[src/rtl/ps2_scan_decoder_pkg.sv]
// Shared keyboard definitions: decoder state encoding, set-2 scan-code
// constants and the key-event record passed between decoder stages.
package ps2_scan_decoder_pkg;

  localparam int DATA_W = 8;

  typedef enum logic [1:0] {
    S_IDLE = 2'd0,
    S_EXT  = 2'd1,
    S_BRK  = 2'd2
  } kbd_state_e;

  localparam logic [DATA_W-1:0] EXT_CODE    = 8'hE0;
  localparam logic [DATA_W-1:0] BRK_CODE    = 8'hF0;
  localparam logic [DATA_W-1:0] LSHIFT_CODE = 8'h12;
  localparam logic [DATA_W-1:0] RSHIFT_CODE = 8'h59;

  typedef struct packed {
    logic [DATA_W-1:0] code;
    logic              ext;
    logic              rel;
  } kbd_event_t;

endpackage

[src/rtl/ps2_scan_decoder_if.sv]
// Byte-in / key-event-out bus of the scan decoder. The master drives
// received bytes and consumes events; the slave is the decoder itself.
interface ps2_scan_decoder_if;
  import ps2_scan_decoder_pkg::*;

  logic              i_rx_done_tick;
  logic [DATA_W-1:0] i_data;
  logic              o_valid;
  logic              i_ready;
  logic [DATA_W-1:0] o_code;
  logic              o_ext;
  logic              o_release;
  logic              o_shift;
  logic              o_overflow;
  logic              i_ovf_clr;

  modport master (
    output i_rx_done_tick, i_data, i_ready, i_ovf_clr,
    input  o_valid, o_code, o_ext, o_release, o_shift, o_overflow
  );

  modport slave (
    input  i_rx_done_tick, i_data, i_ready, i_ovf_clr,
    output o_valid, o_code, o_ext, o_release, o_shift, o_overflow
  );

endinterface

[src/rtl/ps2_scan_decoder_event_reg.sv]
// One-entry valid/ready key-event register; an event arriving while the
// held one is still unconsumed is dropped and flagged as overflow.
module ps2_scan_decoder_event_reg
  import ps2_scan_decoder_pkg::*;
(
  input  logic       i_clk,
  input  logic       i_reset_n,
  input  logic       i_emit,
  input  kbd_event_t i_event,
  input  logic       i_ready,
  input  logic       i_ovf_clr,
  output logic       o_valid,
  output kbd_event_t o_event,
  output logic       o_overflow
);

  logic can_load;
  logic drop;

  assign can_load = !o_valid || i_ready;
  assign drop     = i_emit && !can_load;

  always_ff @(posedge i_clk) begin
    if (!i_reset_n) begin
      o_valid    <= 1'b0;
      o_event    <= '0;
      o_overflow <= 1'b0;
    end else begin
      if (i_emit && can_load) begin
        o_valid <= 1'b1;
        o_event <= i_event;
      end else if (o_valid && i_ready) begin
        o_valid <= 1'b0;
      end
      // A drop in the same cycle as a clear request must stay visible.
      if (drop)
        o_overflow <= 1'b1;
      else if (i_ovf_clr)
        o_overflow <= 1'b0;
    end
  end

endmodule

[src/rtl/ps2_scan_decoder.sv]
// PS/2 set-2 scan decoder: folds E0/F0 prefixes into single key events
// and tracks the live left/right shift state.
module ps2_scan_decoder #(
  parameter logic [7:0] EXT_CODE    = ps2_scan_decoder_pkg::EXT_CODE,
  parameter logic [7:0] BRK_CODE    = ps2_scan_decoder_pkg::BRK_CODE,
  parameter logic [7:0] LSHIFT_CODE = ps2_scan_decoder_pkg::LSHIFT_CODE,
  parameter logic [7:0] RSHIFT_CODE = ps2_scan_decoder_pkg::RSHIFT_CODE
) (
  input logic               i_clk,
  input logic               i_reset_n,
  ps2_scan_decoder_if.slave bus
);
  import ps2_scan_decoder_pkg::*;

  kbd_state_e state, state_nx;
  logic       ext_pend, ext_pend_nx;
  logic       emit_p0;
  kbd_event_t ev_p0;
  kbd_event_t ev_p1;
  logic       lshift, rshift;

  always_ff @(posedge i_clk) begin
    if (!i_reset_n) begin
      state    <= S_IDLE;
      ext_pend <= 1'b0;
      lshift   <= 1'b0;
      rshift   <= 1'b0;
    end else begin
      state    <= state_nx;
      ext_pend <= ext_pend_nx;
      // Shift state follows every emitted event, dropped or not.
      if (emit_p0 && !ev_p0.ext) begin
        if (ev_p0.code == LSHIFT_CODE) lshift <= !ev_p0.rel;
        if (ev_p0.code == RSHIFT_CODE) rshift <= !ev_p0.rel;
      end
    end
  end

  always_comb begin
    state_nx    = state;
    ext_pend_nx = ext_pend;
    emit_p0     = 1'b0;
    ev_p0.code  = bus.i_data;
    ev_p0.ext   = 1'b0;
    ev_p0.rel   = 1'b0;
    if (bus.i_rx_done_tick) begin
      case (state)
        S_IDLE: begin
          if (bus.i_data == EXT_CODE) begin
            state_nx    = S_EXT;
            ext_pend_nx = 1'b1;
          end else if (bus.i_data == BRK_CODE) begin
            state_nx    = S_BRK;
            ext_pend_nx = 1'b0;
          end else begin
            emit_p0 = 1'b1;
          end
        end
        S_EXT: begin
          if (bus.i_data == BRK_CODE) begin
            state_nx = S_BRK;
          end else if (bus.i_data != EXT_CODE) begin
            emit_p0     = 1'b1;
            ev_p0.ext   = 1'b1;
            state_nx    = S_IDLE;
            ext_pend_nx = 1'b0;
          end
        end
        S_BRK: begin
          // E0 after F0 means a lost byte; restart as an extended make.
          if (bus.i_data == EXT_CODE) begin
            state_nx    = S_EXT;
            ext_pend_nx = 1'b1;
          end else if (bus.i_data != BRK_CODE) begin
            emit_p0     = 1'b1;
            ev_p0.ext   = ext_pend;
            ev_p0.rel   = 1'b1;
            state_nx    = S_IDLE;
            ext_pend_nx = 1'b0;
          end
        end
        default: begin
          state_nx    = S_IDLE;
          ext_pend_nx = 1'b0;
        end
      endcase
    end
  end

  // ---- stage p0 -> p1: registered event output ----
  ps2_scan_decoder_event_reg u_event_reg (
    .i_clk      (i_clk),
    .i_reset_n  (i_reset_n),
    .i_emit     (emit_p0),
    .i_event    (ev_p0),
    .i_ready    (bus.i_ready),
    .i_ovf_clr  (bus.i_ovf_clr),
    .o_valid    (bus.o_valid),
    .o_event    (ev_p1),
    .o_overflow (bus.o_overflow)
  );

  assign bus.o_code    = ev_p1.code;
  assign bus.o_ext     = ev_p1.ext;
  assign bus.o_release = ev_p1.rel;
  assign bus.o_shift   = lshift | rshift;

endmodule

[src/flat_wrapper.sv]
// flat-port wrapper written by rule: the top's interface ports become plain ports
module ps2_scan_decoder_flat import ps2_scan_decoder_pkg::*;
#(
  parameter logic [7:0] EXT_CODE    = ps2_scan_decoder_pkg::EXT_CODE,
  parameter logic [7:0] BRK_CODE    = ps2_scan_decoder_pkg::BRK_CODE,
  parameter logic [7:0] LSHIFT_CODE = ps2_scan_decoder_pkg::LSHIFT_CODE,
  parameter logic [7:0] RSHIFT_CODE = ps2_scan_decoder_pkg::RSHIFT_CODE
)
  (i_clk, i_reset_n, bus_i_rx_done_tick, bus_i_data, bus_i_ready, bus_i_ovf_clr, bus_o_valid, bus_o_code, bus_o_ext, bus_o_release, bus_o_shift, bus_o_overflow);
  ps2_scan_decoder_if bus_i ();
  input logic i_clk;
  input logic i_reset_n;
  input wire logic [$bits(bus_i.i_rx_done_tick)-1:0] bus_i_rx_done_tick;
  input wire logic [$bits(bus_i.i_data)-1:0] bus_i_data;
  input wire logic [$bits(bus_i.i_ready)-1:0] bus_i_ready;
  input wire logic [$bits(bus_i.i_ovf_clr)-1:0] bus_i_ovf_clr;
  output wire logic [$bits(bus_i.o_valid)-1:0] bus_o_valid;
  output wire logic [$bits(bus_i.o_code)-1:0] bus_o_code;
  output wire logic [$bits(bus_i.o_ext)-1:0] bus_o_ext;
  output wire logic [$bits(bus_i.o_release)-1:0] bus_o_release;
  output wire logic [$bits(bus_i.o_shift)-1:0] bus_o_shift;
  output wire logic [$bits(bus_i.o_overflow)-1:0] bus_o_overflow;
  assign bus_i.i_rx_done_tick = bus_i_rx_done_tick;
  assign bus_i.i_data = bus_i_data;
  assign bus_i.i_ready = bus_i_ready;
  assign bus_i.i_ovf_clr = bus_i_ovf_clr;
  assign bus_o_valid = bus_i.o_valid;
  assign bus_o_code = bus_i.o_code;
  assign bus_o_ext = bus_i.o_ext;
  assign bus_o_release = bus_i.o_release;
  assign bus_o_shift = bus_i.o_shift;
  assign bus_o_overflow = bus_i.o_overflow;
  ps2_scan_decoder #(.EXT_CODE(EXT_CODE), .BRK_CODE(BRK_CODE), .LSHIFT_CODE(LSHIFT_CODE), .RSHIFT_CODE(RSHIFT_CODE)) u_core (.i_clk(i_clk), .i_reset_n(i_reset_n), .bus(bus_i));
endmodule
[config.mk]
export PLATFORM = sky130hd
export DESIGN_NAME = ps2_scan_decoder_flat
export DESIGN_NICKNAME = d
export VERILOG_FILES = /design/src/rtl/ps2_scan_decoder_pkg.sv /design/src/rtl/ps2_scan_decoder_if.sv /design/src/rtl/ps2_scan_decoder_event_reg.sv /design/src/rtl/ps2_scan_decoder.sv /design/src/flat_wrapper.sv
export SDC_FILE = /design/constraint.sdc
export NUM_CORES = 1
export LEC_CHECK = 0
export BUFFER_PORTS_ARGS = -buffer_cell sky130_fd_sc_hd__clkbuf_2
export CAP_MARGIN = 20
export CORE_MARGIN = 4
export CORE_UTILIZATION = 54
export CTS_CLUSTER_DIAMETER = 120
export DETAILED_ROUTE_END_ITERATION = 12
export PLACE_DENSITY = 0.8
export SETUP_SLACK_MARGIN = 0.15
export SLEW_MARGIN = 20
export SYNTH_ARGS = -nofsm -noshare
export SYNTH_HDL_FRONTEND = slang
export SYNTH_SLANG_ARGS = --single-unit
export TNS_END_PERCENT = 1
[constraint.sdc]
create_clock -name i_clk -period 4.9 [get_ports i_clk]
set_input_delay 0 -clock i_clk [delete_from_list [all_inputs] [get_ports i_clk]]
set_output_delay 0 -clock i_clk [all_outputs]
set_load 0.005 [all_outputs]
==> results.ini <==
[routing]
dr.pass1.iters = 3
antenna_left = 0
avgRoutedWirePerCell_um = 12.4
vias = 875
drt_iter0_markers = 2
drcViolationCount = 0
via_per_inst = 5.24
wl_um = 2070

[global_routing]
grt-ovfl-total = 0
grtUsageTotal = 0.172
grt_max_degree = 32
grt_pass1_wl_um = 3410
grt_antenna_before_repair = 0
grt_pass1_vias = 808

[die]
rows = 15
core_area_um2 = 1710
die_h_um = 50.2
ios = 26
die_x_um = 50.2
die-area_um2 = 2520
initial_utilization = 0.564

[clocking]
clk_latency_ns = 0.29
path_clk_slew_ns = 0.10
cts_max_path_buffers = 2
clock-sinks = 17
cts_setup_buffers = 0
h-tree-depth = 1
numCtsBuffers = 3
cts_root_buf = clkbuf_4
cts_tree = done

[layout]
layout-drive-gt1-share = 0.261
nets = 160
n_antenna_cell = 0
mostFrequentLayoutCells = nand2_1 (28), clkbuf_2 (25), dfxtp_1 (17)
num-fill-cells = 138
final_common_cell = nand2_1
fin_util = 0.693
area_delta_synth_final_pct = 22.9

[pwr]
switching_share = 0.261
p_comb_frac = 0.159
max-vdd-ir-drop_mv = 0.138
total_power_uw = 264
net-switching-power_uw = 69.0
pwr-share-clk = 0.287
seq_power_share = 0.554
intPower_uw = 195
power.leakage_uw = 0.000504
power_density_nw_per_um2 = 223

[sta]
final-hold-violation-count = 0
finalSetupViolations = 0
rsz0062_at_grt = no
drv_slew = 0
max_freq_ghz = 0.571
post-route-min-period_ns = 1.75
tns_ns = 0
relSlewSlack = 0.642
timing.final.ws_setup_ns = 3.15
period_share = 0.357
tightest_slew_ns = 0.537
finClkSkew_ns = 0.00438

[logic_synthesis]
yosysWarnings = 0
ys_seq_area_frac = 0.353
ys_seq_elements = 17
syn_avg_cell_area_um2 = 8.68
synth_cell_types = 33
yosysTopAreaCell = dfxtp_1
syn_area_um2 = 963
synth_fp_nets = 128
synth_cells = 111
ys_top_cells_by_area = dfxtp_1 (35%), mux2i_1 (14%), nand2_1 (11%)
netlist.area_leader.share = 0.353

[setup_path]
critPathCaptureType = flop
worstPathRequired_ns = 5.12
cp_num_buf_inv = 1
arrival_ns = 1.97
worstPathCellList = inv_1 -> ha_1 -> nor3_1 -> or2_2 -> nor4_1 -> mux2i_1
crit_family = simple AND/OR/NAND/NOR gates
crit_type = reg2reg
cp_slowest_cell = dfxtp_1
path_max_fanout = 5
start_kind = flop
cpPeakStageDelay_ns = 0.35

[run]
maxCapViolations = 0

[min_path]
hp-class = in2reg

[placed_design]
gp_congestion = 0.900
hpwl_um = 1490
dp_slack_ns = 3.16
port-buffer-count = 25

[outcome]
status = complete, no violations

what timing repair did:
action	4_1_cts	5_1_grt
endpoints found under the hold margin	6	0
hold buffers	6	0
resized for setup	0	0
state kept, by name, indices dropped and copies added, names as in the netlist:
signal                         cells
u_core.state                       2
u_core.u_event_reg.o_event        10
u_core.ext_pend                    1
u_core.u_event_reg.o_valid         1
u_core.u_event_reg.o_overflow      1
u_core.lshift                      1
u_core.rshift                      1
metrics by stage:
step / hold slack [ns] / instances / instance area (um2)
final: 0.0107 / 167 / 1180
after global placement: 0.268 / 157 / 1100
after detailed placement: 0.286 / 157 / 1100
after CTS: 0.000697 / 167 / 1180
after floorplan: 0.142 / 111 / 963
after global routing: 0.00941 / 167 / 1180
area by class of cell:
| type | count | area (um2) | share of cell area |
|---|---|---|---|
| Multi-Input combinational cell | 85 | 582 | 0.492 |
| Inverter | 5 | 18.8 | 0.0159 |
| Tap cell | 25 | 31.3 | 0.0264 |
| Timing Repair Buffer | 31 | 185 | 0.156 |
| Sequential cell | 17 | 340 | 0.288 |
| Clock buffer | 4 | 26.3 | 0.0222 |
cells in the mapped netlist, drive strengths merged:
master,number
or4b,1
mux2i,13
a31oi,1
buf,1
nand2,28
nor2b,2
o22ai,2
dfxtp,17
clkbuf,3
nand4,4
nor4b,3
a21oi,1
a21boi,1
o21ai,4
o32ai,1
a31o,1
or2,2
and3b,2
o2111ai,1
nor2,5
ha,4
inv,5
nand3b,1
a41o,1
nand2b,1
and2,2
nor4,2
and3,1
nor3,1
metal layers:
layer	track usage	up-vias	share of wire
li1	-	451	-
met1	0.211	396	0.47
met2	0.291	22	0.46
met3	0.0415	6	0.051
met4	0.0553	0	0.019
met5	0	-	0
cell families after synthesis:
logic type | share of synthesized area
AND/OR/NAND/NOR | 0.304
multiplexers | 0.135
buffers and inverters | 0.0429
adder cells (fa/ha/maj) | 0.0520
AO/OA/AOI/OAI | 0.113
flip-flops | 0.353
final timing paths:
check                                             startpoint                                    endpoint  depth (start not counted)  slack, ns
worst min register to register  u_core.ext_pend$_SDFFE_PN0P_                u_core.ext_pend$_SDFFE_PN0P_                          2       0.46
worst max-delay path            u_core.state[1]$_SDFFE_PN0P_                  u_core.rshift$_SDFFE_PN0P_                          6       3.15
worst min-delay path                           bus_i_data[4]  u_core.u_event_reg.o_event[6]$_SDFFE_PN0P_                          3       0.01
worst max register to register  u_core.state[1]$_SDFFE_PN0P_                  u_core.rshift$_SDFFE_PN0P_                          6       3.15
power by group through the flow:
stage               sequential (uW)  combinational (uW)  clock [uW]
finish                          146                42.0        75.8
global route                    147                46.3        82.9
CTS                             146                41.7        78.6
detailed placement              149                38.0           0
global placement                149                37.2           0
floorplan                       150                22.1           0
worst register-to-register path: stages, from the launching register on:
cell	delay, ns
dfxtp_1	0.35
inv_1	0.09
ha_1	0.25
nor3_1	0.10
or2_2	0.32
nor4_1	0.35
mux2i_1	0.22
No activity file was read; power rests on OpenSTA's default activity.
